## config.mk

```make
export PLATFORM = sky130hd
export DESIGN_NAME = eeg_oram_acc_flat
export DESIGN_NICKNAME = d
export VERILOG_FILES = /design/src/rtl/eeg_oram_acc_if.sv /design/src/rtl/eeg_oram_acc.sv /design/src/flat_wrapper.sv
export SDC_FILE = /design/constraint.sdc
export NUM_CORES = 1
export LEC_CHECK = 0
export ABC_AREA = 1
export CAP_MARGIN = 10
export CORE_UTILIZATION = 35
export CTS_CLUSTER_SIZE = 24
export DETAILED_ROUTE_END_ITERATION = 8
export PLACE_DENSITY = 0.62
export REMOVE_ABC_BUFFERS = 1
export SKIP_CTS_REPAIR_TIMING = 1
export SYNTH_ARGS = -nofsm -noshare
export SYNTH_HDL_FRONTEND = slang
export SYNTH_SLANG_ARGS = --single-unit
```

## constraint.sdc

```tcl
create_clock -name clk -period 7.8 [get_ports clk]
set_input_delay 0.78 -clock clk [delete_from_list [all_inputs] [get_ports clk]]
set_output_delay 0.78 -clock clk [all_outputs]
set_load 0.02 [all_outputs]
```

## src/rtl/eeg_oram_acc_if.sv

```systemverilog
`default_nettype none
// ============================================================================
// Module   : eeg_oram_acc_if
// Brief    : PSUM input stream, ORAM read/write channels and status of one
//            ORAM accumulator lane.
// Revision : 1.0  initial release
// ============================================================================
interface eeg_oram_acc_if #(
    parameter int OMUX_ADD_AW = 8,
    parameter int ORAM_DAT_DW = 8,
    parameter int PSUM_DW     = 12,
    parameter int CNT_DW      = 16
) ();
    logic                   PSUM_VLD;
    logic                   PSUM_RDY;
    logic [OMUX_ADD_AW-1:0] PSUM_ADD;
    logic [PSUM_DW-1:0]     PSUM_DAT;
    logic                   PSUM_CLR;
    logic                   PSUM_LST;

    logic                   ORAM_ADD_VLD;
    logic                   ORAM_ADD_LST;
    logic                   ORAM_ADD_RDY;
    logic [OMUX_ADD_AW-1:0] ORAM_ADD_ADD;

    logic                   ORAM_DAT_VLD;
    logic                   ORAM_DAT_LST;
    logic                   ORAM_DAT_RDY;
    logic [ORAM_DAT_DW-1:0] ORAM_DAT_DAT;

    logic                   ORAM_DIN_VLD;
    logic                   ORAM_DIN_RDY;
    logic [OMUX_ADD_AW-1:0] ORAM_DIN_ADD;
    logic [ORAM_DAT_DW-1:0] ORAM_DIN_DAT;

    logic                   ACC_DONE;
    logic [CNT_DW-1:0]      ACC_CNT;

    // Accumulator side
    modport slave (
        input  PSUM_VLD, PSUM_ADD, PSUM_DAT, PSUM_CLR, PSUM_LST,
        input  ORAM_ADD_RDY, ORAM_DAT_VLD, ORAM_DAT_LST, ORAM_DAT_DAT, ORAM_DIN_RDY,
        output PSUM_RDY, ORAM_ADD_VLD, ORAM_ADD_LST, ORAM_ADD_ADD, ORAM_DAT_RDY,
        output ORAM_DIN_VLD, ORAM_DIN_ADD, ORAM_DIN_DAT, ACC_DONE, ACC_CNT
    );

    // PE array / RAM lane side
    modport master (
        output PSUM_VLD, PSUM_ADD, PSUM_DAT, PSUM_CLR, PSUM_LST,
        output ORAM_ADD_RDY, ORAM_DAT_VLD, ORAM_DAT_LST, ORAM_DAT_DAT, ORAM_DIN_RDY,
        input  PSUM_RDY, ORAM_ADD_VLD, ORAM_ADD_LST, ORAM_ADD_ADD, ORAM_DAT_RDY,
        input  ORAM_DIN_VLD, ORAM_DIN_ADD, ORAM_DIN_DAT, ACC_DONE, ACC_CNT
    );
endinterface
`default_nettype wire

```

## src/rtl/eeg_oram_acc.sv

```systemverilog
`default_nettype none
// ============================================================================
// Module   : eeg_oram_acc
// Brief    : Read-modify-write saturating partial-sum accumulator for one
//            ORAM lane (clear path writes the psum directly, no read).
// Revision : 1.0  initial release
// ============================================================================
module eeg_oram_acc #(
    parameter int OMUX_ADD_AW = 8,
    parameter int ORAM_DAT_DW = 8,
    parameter int PSUM_DW     = 12,
    parameter int CNT_DW      = 16
) (
    input  logic          clk,
    input  logic          rst_n,
    eeg_oram_acc_if.slave bus
);
    localparam int c_SW = ((PSUM_DW > ORAM_DAT_DW) ? PSUM_DW : ORAM_DAT_DW) + 1;

    localparam logic [1:0] c_ST_IDLE = 2'd0;
    localparam logic [1:0] c_ST_RD   = 2'd1;
    localparam logic [1:0] c_ST_WT   = 2'd2;
    localparam logic [1:0] c_ST_WR   = 2'd3;

    logic [1:0]             r_state;
    logic [OMUX_ADD_AW-1:0] r_add;
    logic [PSUM_DW-1:0]     r_dat;
    logic                   r_lst;
    logic [ORAM_DAT_DW-1:0] r_wdat;
    logic                   r_psum_rdy;
    logic                   r_add_vld;
    logic                   r_dat_rdy;
    logic                   r_din_vld;
    logic                   r_acc_done;
    logic [CNT_DW-1:0]      r_cnt;

    logic [c_SW-1:0]        w_op_a;
    logic [c_SW-1:0]        w_op_b;
    logic [c_SW-1:0]        w_sum;
    logic                   w_ovf;
    logic [ORAM_DAT_DW-1:0] w_sat;
    logic                   w_unused_lst;

    // One shared adder/clamp: in IDLE it saturates the incoming psum alone
    // (clear path), in WT it adds the registered psum to the read word.
    always_comb begin
        w_op_a = '0;
        if (r_state == c_ST_WT) begin
            w_op_a = {{(c_SW-ORAM_DAT_DW){bus.ORAM_DAT_DAT[ORAM_DAT_DW-1]}}, bus.ORAM_DAT_DAT};
        end
        if (r_state == c_ST_IDLE) begin
            w_op_b = {{(c_SW-PSUM_DW){bus.PSUM_DAT[PSUM_DW-1]}}, bus.PSUM_DAT};
        end else begin
            w_op_b = {{(c_SW-PSUM_DW){r_dat[PSUM_DW-1]}}, r_dat};
        end
        w_sum = w_op_a + w_op_b;
        // Out of range when the bits above the result sign are not all equal
        w_ovf = (w_sum[c_SW-1:ORAM_DAT_DW-1] != '0) && (w_sum[c_SW-1:ORAM_DAT_DW-1] != '1);
        w_sat = w_sum[ORAM_DAT_DW-1:0];
        if (w_ovf) begin
            w_sat = w_sum[c_SW-1] ? {1'b1, {(ORAM_DAT_DW-1){1'b0}}}
                                  : {1'b0, {(ORAM_DAT_DW-1){1'b1}}};
        end
    end

    always_ff @(posedge clk or negedge rst_n) begin
        if (!rst_n) begin
            r_state    <= c_ST_IDLE;
            r_add      <= '0;
            r_dat      <= '0;
            r_lst      <= 1'b0;
            r_wdat     <= '0;
            r_psum_rdy <= 1'b1;
            r_add_vld  <= 1'b0;
            r_dat_rdy  <= 1'b0;
            r_din_vld  <= 1'b0;
            r_acc_done <= 1'b0;
            r_cnt      <= '0;
        end else begin
            r_acc_done <= 1'b0;
            case (r_state)
                c_ST_IDLE: begin
                    if (bus.PSUM_VLD) begin
                        r_add      <= bus.PSUM_ADD;
                        r_dat      <= bus.PSUM_DAT;
                        r_lst      <= bus.PSUM_LST;
                        r_cnt      <= r_cnt + CNT_DW'(1);
                        r_psum_rdy <= 1'b0;
                        if (bus.PSUM_CLR) begin
                            r_wdat    <= w_sat;
                            r_din_vld <= 1'b1;
                            r_state   <= c_ST_WR;
                        end else begin
                            r_add_vld <= 1'b1;
                            r_state   <= c_ST_RD;
                        end
                    end
                end
                c_ST_RD: begin
                    if (bus.ORAM_ADD_RDY) begin
                        r_add_vld <= 1'b0;
                        r_dat_rdy <= 1'b1;
                        r_state   <= c_ST_WT;
                    end
                end
                c_ST_WT: begin
                    if (bus.ORAM_DAT_VLD) begin
                        r_wdat    <= w_sat;
                        r_dat_rdy <= 1'b0;
                        r_din_vld <= 1'b1;
                        r_state   <= c_ST_WR;
                    end
                end
                default: begin
                    if (bus.ORAM_DIN_RDY) begin
                        r_din_vld  <= 1'b0;
                        r_psum_rdy <= 1'b1;
                        r_state    <= c_ST_IDLE;
                        if (r_lst) begin
                            r_acc_done <= 1'b1;
                            r_cnt      <= '0;
                        end
                    end
                end
            endcase
        end
    end

    assign w_unused_lst     = bus.ORAM_DAT_LST;

    assign bus.PSUM_RDY     = r_psum_rdy;
    assign bus.ORAM_ADD_VLD = r_add_vld;
    assign bus.ORAM_ADD_LST = r_lst;
    assign bus.ORAM_ADD_ADD = r_add;
    assign bus.ORAM_DAT_RDY = r_dat_rdy;
    assign bus.ORAM_DIN_VLD = r_din_vld;
    assign bus.ORAM_DIN_ADD = r_add;
    assign bus.ORAM_DIN_DAT = r_wdat;
    assign bus.ACC_DONE     = r_acc_done;
    assign bus.ACC_CNT      = r_cnt;

endmodule
`default_nettype wire

```

## src/flat_wrapper.sv

```systemverilog
// flat-port wrapper written by rule: the top's interface ports become plain ports
module eeg_oram_acc_flat 
#(
    parameter int OMUX_ADD_AW = 8,
    parameter int ORAM_DAT_DW = 8,
    parameter int PSUM_DW     = 12,
    parameter int CNT_DW      = 16
)
  (clk, rst_n, bus_PSUM_VLD, bus_PSUM_ADD, bus_PSUM_DAT, bus_PSUM_CLR, bus_PSUM_LST, bus_ORAM_ADD_RDY, bus_ORAM_DAT_VLD, bus_ORAM_DAT_LST, bus_ORAM_DAT_DAT, bus_ORAM_DIN_RDY, bus_PSUM_RDY, bus_ORAM_ADD_VLD, bus_ORAM_ADD_LST, bus_ORAM_ADD_ADD, bus_ORAM_DAT_RDY, bus_ORAM_DIN_VLD, bus_ORAM_DIN_ADD, bus_ORAM_DIN_DAT, bus_ACC_DONE, bus_ACC_CNT);
  eeg_oram_acc_if #(.OMUX_ADD_AW(OMUX_ADD_AW), .ORAM_DAT_DW(ORAM_DAT_DW), .PSUM_DW(PSUM_DW), .CNT_DW(CNT_DW)) bus_i ();
  input  logic clk;
  input  logic rst_n;
  input wire logic [$bits(bus_i.PSUM_VLD)-1:0] bus_PSUM_VLD;
  input wire logic [$bits(bus_i.PSUM_ADD)-1:0] bus_PSUM_ADD;
  input wire logic [$bits(bus_i.PSUM_DAT)-1:0] bus_PSUM_DAT;
  input wire logic [$bits(bus_i.PSUM_CLR)-1:0] bus_PSUM_CLR;
  input wire logic [$bits(bus_i.PSUM_LST)-1:0] bus_PSUM_LST;
  input wire logic [$bits(bus_i.ORAM_ADD_RDY)-1:0] bus_ORAM_ADD_RDY;
  input wire logic [$bits(bus_i.ORAM_DAT_VLD)-1:0] bus_ORAM_DAT_VLD;
  input wire logic [$bits(bus_i.ORAM_DAT_LST)-1:0] bus_ORAM_DAT_LST;
  input wire logic [$bits(bus_i.ORAM_DAT_DAT)-1:0] bus_ORAM_DAT_DAT;
  input wire logic [$bits(bus_i.ORAM_DIN_RDY)-1:0] bus_ORAM_DIN_RDY;
  output wire logic [$bits(bus_i.PSUM_RDY)-1:0] bus_PSUM_RDY;
  output wire logic [$bits(bus_i.ORAM_ADD_VLD)-1:0] bus_ORAM_ADD_VLD;
  output wire logic [$bits(bus_i.ORAM_ADD_LST)-1:0] bus_ORAM_ADD_LST;
  output wire logic [$bits(bus_i.ORAM_ADD_ADD)-1:0] bus_ORAM_ADD_ADD;
  output wire logic [$bits(bus_i.ORAM_DAT_RDY)-1:0] bus_ORAM_DAT_RDY;
  output wire logic [$bits(bus_i.ORAM_DIN_VLD)-1:0] bus_ORAM_DIN_VLD;
  output wire logic [$bits(bus_i.ORAM_DIN_ADD)-1:0] bus_ORAM_DIN_ADD;
  output wire logic [$bits(bus_i.ORAM_DIN_DAT)-1:0] bus_ORAM_DIN_DAT;
  output wire logic [$bits(bus_i.ACC_DONE)-1:0] bus_ACC_DONE;
  output wire logic [$bits(bus_i.ACC_CNT)-1:0] bus_ACC_CNT;
  assign bus_i.PSUM_VLD = bus_PSUM_VLD;
  assign bus_i.PSUM_ADD = bus_PSUM_ADD;
  assign bus_i.PSUM_DAT = bus_PSUM_DAT;
  assign bus_i.PSUM_CLR = bus_PSUM_CLR;
  assign bus_i.PSUM_LST = bus_PSUM_LST;
  assign bus_i.ORAM_ADD_RDY = bus_ORAM_ADD_RDY;
  assign bus_i.ORAM_DAT_VLD = bus_ORAM_DAT_VLD;
  assign bus_i.ORAM_DAT_LST = bus_ORAM_DAT_LST;
  assign bus_i.ORAM_DAT_DAT = bus_ORAM_DAT_DAT;
  assign bus_i.ORAM_DIN_RDY = bus_ORAM_DIN_RDY;
  assign bus_PSUM_RDY = bus_i.PSUM_RDY;
  assign bus_ORAM_ADD_VLD = bus_i.ORAM_ADD_VLD;
  assign bus_ORAM_ADD_LST = bus_i.ORAM_ADD_LST;
  assign bus_ORAM_ADD_ADD = bus_i.ORAM_ADD_ADD;
  assign bus_ORAM_DAT_RDY = bus_i.ORAM_DAT_RDY;
  assign bus_ORAM_DIN_VLD = bus_i.ORAM_DIN_VLD;
  assign bus_ORAM_DIN_ADD = bus_i.ORAM_DIN_ADD;
  assign bus_ORAM_DIN_DAT = bus_i.ORAM_DIN_DAT;
  assign bus_ACC_DONE = bus_i.ACC_DONE;
  assign bus_ACC_CNT = bus_i.ACC_CNT;
  eeg_oram_acc #(.OMUX_ADD_AW(OMUX_ADD_AW), .ORAM_DAT_DW(ORAM_DAT_DW), .PSUM_DW(PSUM_DW), .CNT_DW(CNT_DW)) u_core (.clk(clk), .rst_n(rst_n), .bus(bus_i));
endmodule
```

==> flow_results.org <==
** Outcome
- The run finished with clean final reports.

** Synth
- Cell type with the highest aggregate area in the netlist :: sky130_fd_sc_hd__dfrtp_1
- Synthesis instantiated 45 different standard cells from the library.
- The top cell type by area accounts for between 30% and 40% of the synthesized area.
- Top FF cell, synth :: sky130_fd_sc_hd__dfrtp_1
- Counting flops with a built-in enable in the synthesized netlist gives 0.
- Main area contributors after synthesis :: sky130_fd_sc_hd__dfrtp_1, sky130_fd_sc_hd__nand2_1, sky130_fd_sc_hd__inv_1
- Synthesis warning total :: 0
- Number of register bits inferred by synthesis :: 52
- The synthesized netlist occupies a cell area of 0.003538 mm2.
- Instance count of the mapped netlist :: between 500 and 600
- For this run, the register share of the synthesized area comes to 36.81%.
- Per-instance average area after synthesis :: 7.021 um2
- For this run, asynchronously set or reset flops after synthesis account for 100.0%.

** STA
- At the pin with the least slew margin, the transition time is 669.5 ps.
- Across the routed clock network, the largest skew measured is around 11 ps.
- For the final routed database, the setup TNS stands at 0 ps.
- Measured against its own limit, the worst slew margin works out to a little under three fifths.
- Highest achievable clock rate :: around 0.28 GHz
- Number of hold-slack violations in the final timing report :: 0
- After layout, the worst path uses between 40 and 50% of the clock period.
- Setup repair after global routing left no endpoint under its margin.
- Final hold slack :: approximately 490 ps
- Final Setup Violations :: 0
- Final critical-path required period :: 3605 ps
- The number of max-slew violations in the final report is 0.

** Routing
- The routed design has 8351 um of wire.
- After the first detailed-routing iteration, the DRC count stood at around 120.
- In the routed design, unresolved DRC markers number 0.
- Post-detailed-route wirelength per cell :: 11.78 um
- ANT nets after route :: 0
- Router iterations before antenna repair :: 4
- Vias post-DR :: 3343
- In the routed layout, each cell is associated on average with a via count of between 4 and 5.

** Floorplanning
- Core ar. :: 0.009774 mm2
- Pin placement for this block handled 83 I/O pins.
- Floorplan row count :: 36
- For this configuration, the core starts out at a cell density of 36.20%.
- The die covers around 0.011 mm2.
- The floorplan step set the die width to 102.5 um.
- In this run the vertical extent of the chip is roughly 100 um.

** Clock network
- The clock passes through at most 2 buffers.
- Worst skew pair latency :: between 300 and 400 ps
- Clock tree synthesis found a total of 52 sinks.
- H-Tree Level Count :: 2
- TritonCTS clock tree :: yes
- CTS placed an instance of sky130_fd_sc_hd__clkbuf_8 at the clock tree root.
- Clock transition at the register clock pins on the worst setup and hold paths after CTS :: roughly 110 ps
- In this run, CTS created clock tree buffers numbering 5.

** GRT
- Vias in the first global route :: 3088
- Wire length of the first global-routing pass :: around 14000 um
- Antenna violations before repair :: 0
- Total grt overflow :: 0
- For this run, the total global-route usage over all layers was measured as 16.66%.
- Largest net degree at the start of global routing :: 53

** Run
- Number of violations of the max-capacitance limit :: 0

** Power
- Combinational logic burns 64.0% of the power.
- The analysis attributes to cell leakage a power of 2.274 nW.
- The clock network is responsible for 9.7% of the overall power.
- In this run, flip-flops and latches consume 26.4% of the power.
- Summed over all nets, the switching power comes to 840.4 uW.
- Power per cell area :: 379.2 mW/mm2
- VDD sags by at most roughly 0.18 mV.
- The internal power of the cells totals 866.6 uW.
- Share of total power consumed by net switching :: between 40% and 50%

** Worst setup path
- By instance count, the cell type seen most on the critical path is sky130_fd_sc_hd__nand2_1.
- STA classifies the critical path startpoint as a flop.
- In this design, the largest share of critical-path delay is due to adder cells.
- The signal on the critical path passes through inv_1, ha_1, inv_2, o21ai_0, ha_1, inv_1, fa_1, inv_1, nand2_1, nand2_1, nand3_1, nand2_1, nand2_1, nand2_1, nand2_1, nor2_1, a21oi_1, nor2_2, a21oi_1.
- At the worst endpoint, the required time is 8000 ps.
- Crit path largest cell delay :: approximately 440 ps
- Kind of capture point of the worst setup path :: flop
- The largest individual stage delay along the critical path comes from the cell sky130_fd_sc_hd__ha_1.
- Crit path arrival time :: 3800 ps
- The critical path is of the reg -> reg type.
- Crit-path max FO :: 27
- The critical path contains buffers and inverters numbering 4 combined.

** Layout
- Post-route design area :: 0.004502 mm2
- Filler Cell Count :: 1030
- Diode insertion count for antenna repair :: 0
- In the final design database the tool counted 630 nets.
- Growth of design area from synthesis to finish :: 27.23%
- Of the cells placed in the final design, the portion with a size suffix greater than 1 is 5.556%.
- Final instance count without filler cells :: a little over 700

** Placed design
- The placed instances occupy a cell area of 0.004412 mm2.
- At the end of routability-driven placement, the weighted congestion stood at 0.8741.
- Detailed placement ended at an HPWL of 6430 um.
- Cell total after placement :: 701
- Port buffering added just over 80 buffers.

** Min path
- Min-Delay Path Class :: reg -> reg
final cells by class:
cell class                 instances  area, um2  area share (%)
clock buffer                       5      68.82           1.529
multi-input combinational        360       1852           41.13
clock inverter                     3      21.27          0.4725
inverter                          74      277.8           6.170
sequential                        52       1303           28.93
timing repair buffer              82      813.3           18.07
tap                              133      166.4           3.697
final timing paths:
kind,start,endpoint,slack (ps),depth (start not counted)
setup / recovery,u_core.r_state[0],u_core.bus.ORAM_DIN_DAT[5],4190,19
hold / removal,u_core.bus.ORAM_DIN_DAT[7],u_core.bus.ORAM_DIN_DAT[7],490,2
setup reg to reg,u_core.r_state[0],u_core.bus.ORAM_DIN_DAT[5],4190,19
hold reg to reg,u_core.bus.ORAM_DIN_DAT[7],u_core.bus.ORAM_DIN_DAT[7],490,2
max in group asynchronous,rst_n,u_core.r_dat[6],6770,2
min in group asynchronous,rst_n,u_core.r_state[0],570,2
through the flow:
| step | setup WS, ps | total power [mW] | util (%) |
|---|---|---|---|
| finish | 4195 | 1.707 | 46.06 |
| global route | 3781 | 1.869 | 46.06 |
| CTS | 4171 | 1.723 | 46.06 |
| detailed placement | 4228 | 1.550 | 45.14 |
| global placement | 4249 | 1.528 | 45.14 |
| floorplan | 4759 | 1.190 | - |
layout by cell type (no fill, tap or decap), types with 5 or more instances in the layout:
cell type                         instances
sky130_fd_sc_hd__o21ai_0                 35
sky130_fd_sc_hd__ha_1                    17
sky130_fd_sc_hd__inv_1                   71
sky130_fd_sc_hd__dfrtp_1                 51
sky130_fd_sc_hd__nand3_1                 24
sky130_fd_sc_hd__clkdlybuf4s50_1         80
sky130_fd_sc_hd__nor2_1                  37
sky130_fd_sc_hd__nand4_1                 10
sky130_fd_sc_hd__nor3_1                   5
sky130_fd_sc_hd__clkbuf_8                 5
sky130_fd_sc_hd__a21oi_1                 24
sky130_fd_sc_hd__nand2_1                163
worst reg2reg max path, delay by kind of cell (launching register included):
family	cells	cell delay [ps]
buffers and inverters	4	560
AO/OA/AOI/OAI	3	450
adder cells (fa/ha/maj)	3	1090
flip-flops	1	430
AND/OR/NAND/NOR	9	960
cell usage after synthesis, drive strengths merged, types with 3 or more instances:
cell type / n
or2: 5
ha: 17
nand3: 26
clkbuf: 8
xor2: 3
dfrtp: 51
nor4: 3
o21ai: 38
a21oi: 25
nor2: 40
nand4: 11
nor3: 10
buf: 10
xnor2: 3
inv: 73
nand2: 166
logic make-up after synthesis:
kind of cell    after synthesis  share of synthesized area [%]
flops                        52                          36.81
buf+inv                      92                          10.86
compound gates               70                          10.79
fa+ha+maj                    18                          6.577
simple gates                266                          33.49
xor+xnor                      6                          1.485
state kept, by name, indices dropped and copies added (netlist names):
name	cells
u_core.bus.ORAM_ADD_VLD	1
u_core.bus.ORAM_DIN_DAT	8
u_core.bus.PSUM_RDY	1
u_core.bus.ACC_DONE	1
u_core.bus.ORAM_ADD_ADD	8
u_core.bus.ACC_CNT	16
u_core.r_dat	12
u_core.bus.ORAM_ADD_LST	1
u_core.bus.ORAM_DIN_VLD	1
u_core.bus.ORAM_DAT_RDY	1
u_core.r_state	2
layer usage:
metal | vias up | global-route usage (%) | wire length, um | share of wire [%]
li1 | 1737 | - | - | -
met1 | 1515 | 22.16 | 3975 | 48
met2 | 84 | 28.56 | 3841 | 46
met3 | 7 | 2.373 | 443 | 5.3
met4 | 0 | 3.956 | 91 | 1.1
met5 | - | 0 | 0 | 0
power by group through the flow:
stage / clock [mW] / combinational (mW) / sequential (mW)
floorplan: 0 / 0.641 / 0.549
global route: 0.179 / 1.23 / 0.464
CTS: 0.171 / 1.10 / 0.451
global placement: 0 / 1.08 / 0.453
finish: 0.165 / 1.09 / 0.450
detailed placement: 0 / 1.10 / 0.454
Power figures use the tool's default switching activity.
